File: src/rtl/msg_demux_pkg.sv
`default_nettype none
// ============================================================================
//  Module   : msg_demux_pkg
//  Purpose  : Shared types and field widths for the serial message demux.
//  Revision : 1.0 - initial release
// ============================================================================
package msg_demux_pkg;

    localparam int PORT_W = 2;          // port-id field width
    localparam int LEN_W  = 6;          // length field width (bytes)
    localparam int CNT_W  = LEN_W + 3;  // payload bit counter width (8*n)

    typedef enum logic [1:0] {
        IDLE = 2'd0,
        PID  = 2'd1,
        LEN  = 2'd2,
        DATA = 2'd3
    } state_t;

endpackage
`default_nettype wire

File: src/rtl/msg_demux_shreg.sv
`default_nettype none
// ============================================================================
//  Module   : msg_demux_shreg
//  Purpose  : LSB-first serial field capture. Bit k of the field is written
//             on the k-th enabled cycle; o_last flags the final field bit.
//             o_value_nxt shows the field including the bit arriving now.
//  Revision : 1.0 - initial release
// ============================================================================
module msg_demux_shreg
    import msg_demux_pkg::*;
#(
    parameter int WIDTH = 2
) (
    input  logic             clk,
    input  logic             rst_n,
    input  logic             i_en,
    input  logic             i_bit,
    output logic [WIDTH-1:0] o_value,
    output logic [WIDTH-1:0] o_value_nxt,
    output logic             o_last
);

    localparam int               c_cw   = (WIDTH > 1) ? $clog2(WIDTH) : 1;
    localparam logic [c_cw-1:0]  c_last = c_cw'(WIDTH - 1);

    logic [c_cw-1:0]  r_cnt;
    logic [WIDTH-1:0] r_value;
    logic [WIDTH-1:0] w_value_nxt;

    // Place the incoming bit at the position selected by the bit counter
    always_comb begin
        w_value_nxt = r_value;
        for (int i = 0; i < WIDTH; i++) begin
            if (i_en && (r_cnt == c_cw'(i))) begin
                w_value_nxt[i] = i_bit;
            end
        end
    end

    assign o_last      = i_en && (r_cnt == c_last);
    assign o_value     = r_value;
    assign o_value_nxt = w_value_nxt;

    // Field register and bit counter; the counter wraps after the last bit
    always_ff @(posedge clk or negedge rst_n) begin
        if (!rst_n) begin
            r_cnt   <= '0;
            r_value <= '0;
        end else if (i_en) begin
            r_value <= w_value_nxt;
            r_cnt   <= o_last ? '0 : r_cnt + 1'b1;
        end
    end

endmodule
`default_nettype wire

File: src/rtl/msg_serial_demux.sv
`default_nettype none
// ============================================================================
//  Module   : msg_serial_demux
//  Purpose  : Frames a serial stream (start 0, port id, byte length, payload)
//             and steers each payload bit to one of 2**PORT_W serial ports.
//             REG_OUT=0 gives Mealy valid/port/error, REG_OUT=1 flops them.
//  Revision : 1.0 - initial release
// ============================================================================
module msg_serial_demux #(
    parameter int REG_OUT = 0,
    parameter int PORT_W  = msg_demux_pkg::PORT_W,
    parameter int LEN_W   = msg_demux_pkg::LEN_W
) (
    input  logic                     clk,
    input  logic                     rst_n,
    input  logic                     sIn,
    output logic                     valid,
    output logic                     error,
    output logic [PORT_W-1:0]        d,
    output logic [(1<<PORT_W)-1:0]   port
);

    import msg_demux_pkg::*;

    localparam int c_nports = 1 << PORT_W;
    localparam int c_cnt_w  = LEN_W + 3;

    state_t              r_state;
    logic [c_cnt_w-1:0]  r_cnt;

    logic                w_pid_en;
    logic                w_len_en;
    logic                w_pid_last;
    logic                w_len_last;
    logic [PORT_W-1:0]   w_d;
    logic [PORT_W-1:0]   w_pid_nxt;
    logic [LEN_W-1:0]    w_len_val;
    logic [LEN_W-1:0]    w_n_nxt;
    logic                w_valid;
    logic                w_error;
    logic [c_nports-1:0] w_port;
    logic                w_unused;

    assign w_pid_en = (r_state == PID);
    assign w_len_en = (r_state == LEN);

    msg_demux_shreg #(.WIDTH(PORT_W)) u_pid (
        .clk         (clk),
        .rst_n       (rst_n),
        .i_en        (w_pid_en),
        .i_bit       (sIn),
        .o_value     (w_d),
        .o_value_nxt (w_pid_nxt),
        .o_last      (w_pid_last)
    );

    msg_demux_shreg #(.WIDTH(LEN_W)) u_len (
        .clk         (clk),
        .rst_n       (rst_n),
        .i_en        (w_len_en),
        .i_bit       (sIn),
        .o_value     (w_len_val),
        .o_value_nxt (w_n_nxt),
        .o_last      (w_len_last)
    );

    // Only the registered port id and the in-flight length are consumed
    assign w_unused = ^{w_pid_nxt, w_len_val};

    assign d       = w_d;
    assign w_valid = (r_state == DATA);
    assign w_error = w_len_en && w_len_last && (w_n_nxt == '0);
    assign w_port  = w_valid ? (c_nports'(sIn) << w_d) : '0;

    // Framing FSM with the payload bit down-counter
    always_ff @(posedge clk or negedge rst_n) begin
        if (!rst_n) begin
            r_state <= IDLE;
            r_cnt   <= '0;
        end else begin
            case (r_state)
                IDLE: begin
                    if (!sIn) begin
                        r_state <= PID;
                    end
                end
                PID: begin
                    if (w_pid_last) begin
                        r_state <= LEN;
                    end
                end
                LEN: begin
                    if (w_len_last) begin
                        if (w_n_nxt == '0) begin
                            r_state <= IDLE;
                        end else begin
                            r_cnt   <= {w_n_nxt, 3'b000};
                            r_state <= DATA;
                        end
                    end
                end
                DATA: begin
                    r_cnt <= r_cnt - 1'b1;
                    if (r_cnt == c_cnt_w'(1)) begin
                        r_state <= IDLE;
                    end
                end
                default: r_state <= IDLE;
            endcase
        end
    end

    generate
        if (REG_OUT != 0) begin : g_reg_out
            logic                r_valid;
            logic                r_error;
            logic [c_nports-1:0] r_port;

            // Output stage delaying valid, port and error by one cycle
            always_ff @(posedge clk or negedge rst_n) begin
                if (!rst_n) begin
                    r_valid <= 1'b0;
                    r_error <= 1'b0;
                    r_port  <= '0;
                end else begin
                    r_valid <= w_valid;
                    r_error <= w_error;
                    r_port  <= w_port;
                end
            end

            assign valid = r_valid;
            assign error = r_error;
            assign port  = r_port;
        end else begin : g_comb_out
            assign valid = w_valid;
            assign error = w_error;
            assign port  = w_port;
        end
    endgenerate

endmodule
`default_nettype wire

File: config.mk
export PLATFORM = sky130hd
export DESIGN_NAME = msg_serial_demux
export DESIGN_NICKNAME = d
export VERILOG_FILES = /design/src/rtl/msg_demux_pkg.sv /design/src/rtl/msg_demux_shreg.sv /design/src/rtl/msg_serial_demux.sv
export SDC_FILE = /design/constraint.sdc
export NUM_CORES = 1
export LEC_CHECK = 0
export CORE_AREA = 2 2 54 56
export CTS_CLUSTER_SIZE = 40
export DETAILED_ROUTE_END_ITERATION = 6
export DIE_AREA = 0 0 56 58
export PLACE_DENSITY = 0.76
export RECOVER_POWER = 25
export SETUP_SLACK_MARGIN = 0.4
export SYNTH_ARGS = -nofsm -noshare
export SYNTH_HDL_FRONTEND = slang
export SYNTH_HIERARCHICAL = 1
export SYNTH_SLANG_ARGS = --single-unit
File: constraint.sdc
create_clock -name clk -period 3.1 [get_ports clk]
set_input_delay 0.62 -clock clk [delete_from_list [all_inputs] [get_ports clk]]
set_output_delay 0.62 -clock clk [all_outputs]
set_load 0.02 [all_outputs]
Word-level counts from Yosys, hierarchy flattened
Index checks and enable logic that the tools add are counted.
{"block": "totals", "wordCells": 62, "inputBits": 3, "output_inout_bits": 8, "register_bits": 23}
{"block": "classes", "shifts": 1, "add_sub_neg": 3, "n_bitwise": 1, "reduce_logical": 18, "eq_ne": 14, "muxes": 18}
{"op": "9-bit 2-to-1 mux", "count": 2}
{"op": "9-bit case mux with 2 select lines", "count": 1}
{"op": "1-bit logical AND", "count": 10}
{"op": "2-bit 2-to-1 mux", "count": 5}
{"op": "9-bit by 1-bit equality test with 1-bit output, second input constant", "count": 1}
{"op": "9-bit by 1-bit subtractor with 9-bit output, second input constant", "count": 1}
{"op": "2-bit inequality test, second input constant", "count": 4}
{"op": "2-bit case mux with 4 select lines", "count": 1}
{"op": "1-bit 2-to-1 mux", "count": 7}
{"op": "3-bit by 2-bit equality test with 1-bit output, second input constant", "count": 2}
{"op": "3-bit equality test, second input constant", "count": 2}
{"op": "6-bit logical NOT", "count": 1}
{"op": "2-bit equality test, second input constant", "count": 2}
{"op": "4-bit 2-to-1 mux", "count": 1}
{"op": "2-bit AND reduction", "count": 2}
{"op": "4-bit AND reduction", "count": 1}
{"op": "1-bit by 2-bit left shift with 4-bit output", "count": 1}
{"op": "3-bit by 1-bit adder with 3-bit output, second input constant", "count": 1}
{"op": "3-bit by 1-bit equality test with 1-bit output, second input constant", "count": 1}
{"op": "3-bit logical NOT", "count": 1}
{"op": "3-bit 2-to-1 mux", "count": 1}
{"op": "3-bit AND reduction", "count": 1}
{"op": "2-bit by 1-bit equality test with 1-bit output, second input constant", "count": 1}
{"op": "2-bit logical NOT", "count": 1}
{"op": "other kinds (4)", "count": 4}

Logic depth before layout (Yosys ltp)
{"block": "depth", "ltp_word": 7, "mapped_depth": 9, "mapped_depth_nobuf": 8}

Hierarchy
Netlist, hierarchy kept.
{"mod": "msg_serial_demux", "seq_area_each_um2": 275.3, "area_per_inst_um2": 769.5, "instances": 1, "cells_per_inst": 87}
{"mod": "msg_demux_shreg at u_len", "seq_area_each_um2": 225.2, "area_per_inst_um2": 553.0, "instances": 1, "cells_per_inst": 45}
{"mod": "msg_demux_shreg at u_pid", "seq_area_each_um2": 75.1, "area_per_inst_um2": 147.6, "instances": 1, "cells_per_inst": 10}

Least setup slack after synthesis
Ideal clock, no wire load.
{"block": "synth_timing", "path_type": "register -> output", "from": "register r_state[0]", "to": "output error", "n_path_buf": 0, "stages_incl_launch_ff": 7, "setup_slack_ps": 221, "arrival_time_ps": 2259, "t_required_ps": 2480, "path_cell_list": "dfrtp_1 nor2b_1 and3_1 mux2_2 or4_4 nor3_2 and2_2"}
{"block": "synth_via", "elab_chain_cells": 5, "word_cells_on_any_way": 16, "classes_between": "eq/ne (1); mux (6); reduce/logical (9)"}
{"element": "start: declaration", "line": "msg_serial_demux.sv:28", "text": "state_t r_state;"}
{"element": "start signal: assignment", "line": "msg_serial_demux.sv:78", "text": "r_state <= IDLE;"}
{"element": "start signal: assignment", "line": "msg_serial_demux.sv:84", "text": "r_state <= PID;"}
{"element": "start signal: assignment", "line": "msg_serial_demux.sv:89", "text": "r_state <= LEN;"}
{"element": "2-bit equality test", "line": "msg_serial_demux.sv:45", "text": "assign w_len_en = (r_state == LEN);"}
{"element": "via w_len_en", "line": "msg_serial_demux.sv:32", "text": "logic w_len_en;"}
{"element": "1-bit logical AND", "line": "msg_demux_shreg.sv:40", "text": "assign o_last = i_en && (r_cnt == c_last);"}
{"element": "via w_len_last", "line": "msg_serial_demux.sv:34", "text": "logic w_len_last;"}
{"element": "1-bit 2-to-1 mux", "line": "msg_demux_shreg.sv:34", "text": "if (i_en && (r_cnt == c_cw'(i))) begin"}
{"element": "via w_n_nxt[5]", "line": "msg_serial_demux.sv:38", "text": "logic [LEN_W-1:0] w_n_nxt;"}
{"element": "6-bit logical NOT", "line": "msg_serial_demux.sv:72", "text": "assign w_error = w_len_en && w_len_last && (w_n_nxt == '0);"}
{"element": "1-bit logical AND", "line": "msg_serial_demux.sv:72"}
{"element": "end: declaration", "line": "msg_serial_demux.sv:18", "text": "output logic error,"}
The timed path passes the listed nets, and every way through them passes these cells.

Worst setup path after layout
{"block": "layout_timing", "from": "register u_len.r_cnt[0]", "to": "output error"}
{"block": "layout_via", "elab_chain_cells": 5, "word_cells_on_any_way": 21, "classes_between": "eq/ne (5); mux (6); reduce/logical (10)"}
{"element": "start: declaration", "line": "msg_demux_shreg.sv:26", "text": "logic [c_cw-1:0] r_cnt;"}
{"element": "start signal: assignment", "line": "msg_demux_shreg.sv:51", "text": "r_cnt <= o_last ? '0 : r_cnt + 1'b1;"}
{"element": "3-bit by 2-bit equality test with 1-bit output", "line": "msg_demux_shreg.sv:34"}
{"element": "1-bit logical AND", "line": "msg_demux_shreg.sv:34"}
{"element": "1-bit 2-to-1 mux", "line": "msg_demux_shreg.sv:34"}
{"element": "via w_n_nxt[3]", "line": "msg_serial_demux.sv:38"}
{"element": "6-bit logical NOT", "line": "msg_serial_demux.sv:72"}
{"element": "1-bit logical AND", "line": "msg_serial_demux.sv:72"}
The timed path passes the listed nets, and every way through them passes these cells.

==> qor.yml <==
wl_per_cell_um: 16.1
power_per_cell_area_nw_per_um2: 978
endpoint_kind: "primary output"
dpl_cell_area_um2: 1720
whs_path_depth: 1
switching_share_pct: 40.9
fin_area_um2: 1920
slew-limit-headroom_pct: 14.8
mostFrequentLayoutCells: "buf_4 (28), dfrtp_1 (21), nand2_1 (12), o21ai_0 (12), mux2_2 (7)"
critPathMaxFanout: 4
rsz0062_at_grt: "yes"
clkPwrFrac_pct: 7.4
ir_worst_vdd_mv: 0.702
whs_endpoint: "u_pid/r_cnt"
nNetsFinal: 192
io_buffers: 10
drt.antenna.violating_nets: 0
path_buf_inv: 1
crit_type: "reg2out"
num_rows: 19
cp.arrival_ps: 2450
dieArea_um2: 3250
clock_sinks: 23
antenna_found_initial: 0
clk_latency_ps: 310
hp-class: "reg2reg"
grt_max_degree: 24
power_frac_seq_pct: 32.0
slew_violations: 0
cts_root_buf: "clkbuf_4"
leakagePower_uw: 0.000890
avgSynthCellArea_um2: 10.3
timing.rr.end: "r_cnt[6]"
fp.dieH_um: 58
gr-usage-all-layers_pct: 20.6
first_global_vias: 1184
finalWirelength_um: 3400
via_per_inst: 5.86
power_frac_comb_pct: 60.6
worst_pin_slew_ps: 1280
drc_errors: 0
timing.fmax_mhz: 326
dr.first_iter.drc_count: 52
firstDrtPassIters: 4
cts_tree: "done"
syn-cell-area_um2: 1450
ys_warn_count: 6
htreeDepth: 1
switchingPower_uw: 768
max_cap_violations: 0
outcome: "complete, no violations"
hpwlAfterDp_um: 2200
global_route.overflow_total: 0
worstHoldStart: "u_pid/r_cnt"
max_stage_delay_ps: 550
crit_chain: "ha_4 -> ha_4 -> nand2_4 -> mux2_4 -> or4_4 -> nor3_4 -> and2_4 -> buf_6"
reg2reg_from: "r_state[0]"
grt_pass1_wl_um: 5230
r2r_setup_slack_ps: 470
fp.coreArea_um2: 2660
io_pins: 11
setup_viol: 0
start_util_pct: 54.4
place_congestion: 0.790
required_ps: 2480
cp_top_family: "simple AND/OR/NAND/NOR gates"
clk_pin_slew_ps: 120
cts_made_buffers: 3
cp-start-kind: "flip-flop"
finalHoldViolations: 0
critPathLaunch: "u_len/r_cnt[0]"
vias: 1242
p_int_uw: 1110
postLayoutCoreUtil_pct: 72.1
fin_skew_ps: 2.56
clk_path_buf_depth: 2
r2r_cells: 10
crit_top_cell: "ha_4"
final_common_cell: "buf_4"
die_w_um: 56
synthCells: 140
syn_to_final_growth_pct: 32.6
cp_slowest_cell: "or4_4"
fin_crit_sh_pct: 99.0
num_antenna_cells: 0
min_period_ps: 3070
syn_nets: 150
layout-drive-gt1-share_pct: 38.7
sequential cells by signal, summed over array words and instances (netlist names):
name and count:
u_pid/r_cnt 1, r_state 2, u_len/o_value 6, u_pid/o_value 2, r_cnt 9, u_len/r_cnt 3
per-layer routing:
metal	up-vias	GRT usage, %	part of all wire [%]
met4	0	10.5	2.9
met1	605	27.3	44
met5	-	0	0
met2	41	33.4	48
li1	586	-	-
met3	10	2.46	4.7
worst max path at each step:
stage	endpoint	slack [ps]	depth (start not counted)
2_1_floorplan	error	400	6
3_3_place_gp	error	-360	6
3_5_place_dp	error	-390	6
4_1_cts	error	30	8
5_1_grt	error	-70	8
6_report	error	30	8
what timing repair did:
item                       in CTS  in global routing
buffers inserted                3                  8
resized for setup              25                 10
hold endpoints to repair        0                  0
pin swaps                       4                  5
setup endpoints to repair       5                  5
hold buffers                    0                  0
stage by stage:
step / hold slack, ps / instances / power [uW] / worst slack, ps / TNS [ps]
floorplan: 324 / 140 / 1210 / 400 / 0
global placement: 471 / 197 / 1480 / -360 / -360
detailed placement: 477 / 197 / 1530 / -394 / -394
CTS: 496 / 204 / 1740 / 32.1 / 0
global route: 504 / 212 / 2020 / -66.5 / -66.5
finish: 492 / 212 / 1880 / 31.2 / 0
final cells by class:
cell class                 count  area (um2)
inverter                       8        30.0
clock buffer                   4        26.3
fill                         188         743
sequential                    23         578
timing repair buffer          42         343
multi-input combinational    104         903
tap                           31        38.8
power by group through the flow:
stage                     combinational (uW)  clock (uW)  sequential [uW]
after floorplan                          630           0              578
after global placement                   906           0              577
after detailed placement                 940           0              589
after CTS                               1000         145              586
after global routing                    1240         157              618
final                                   1140         139              601
Note: power is estimated with default switching activity, not from simulation.
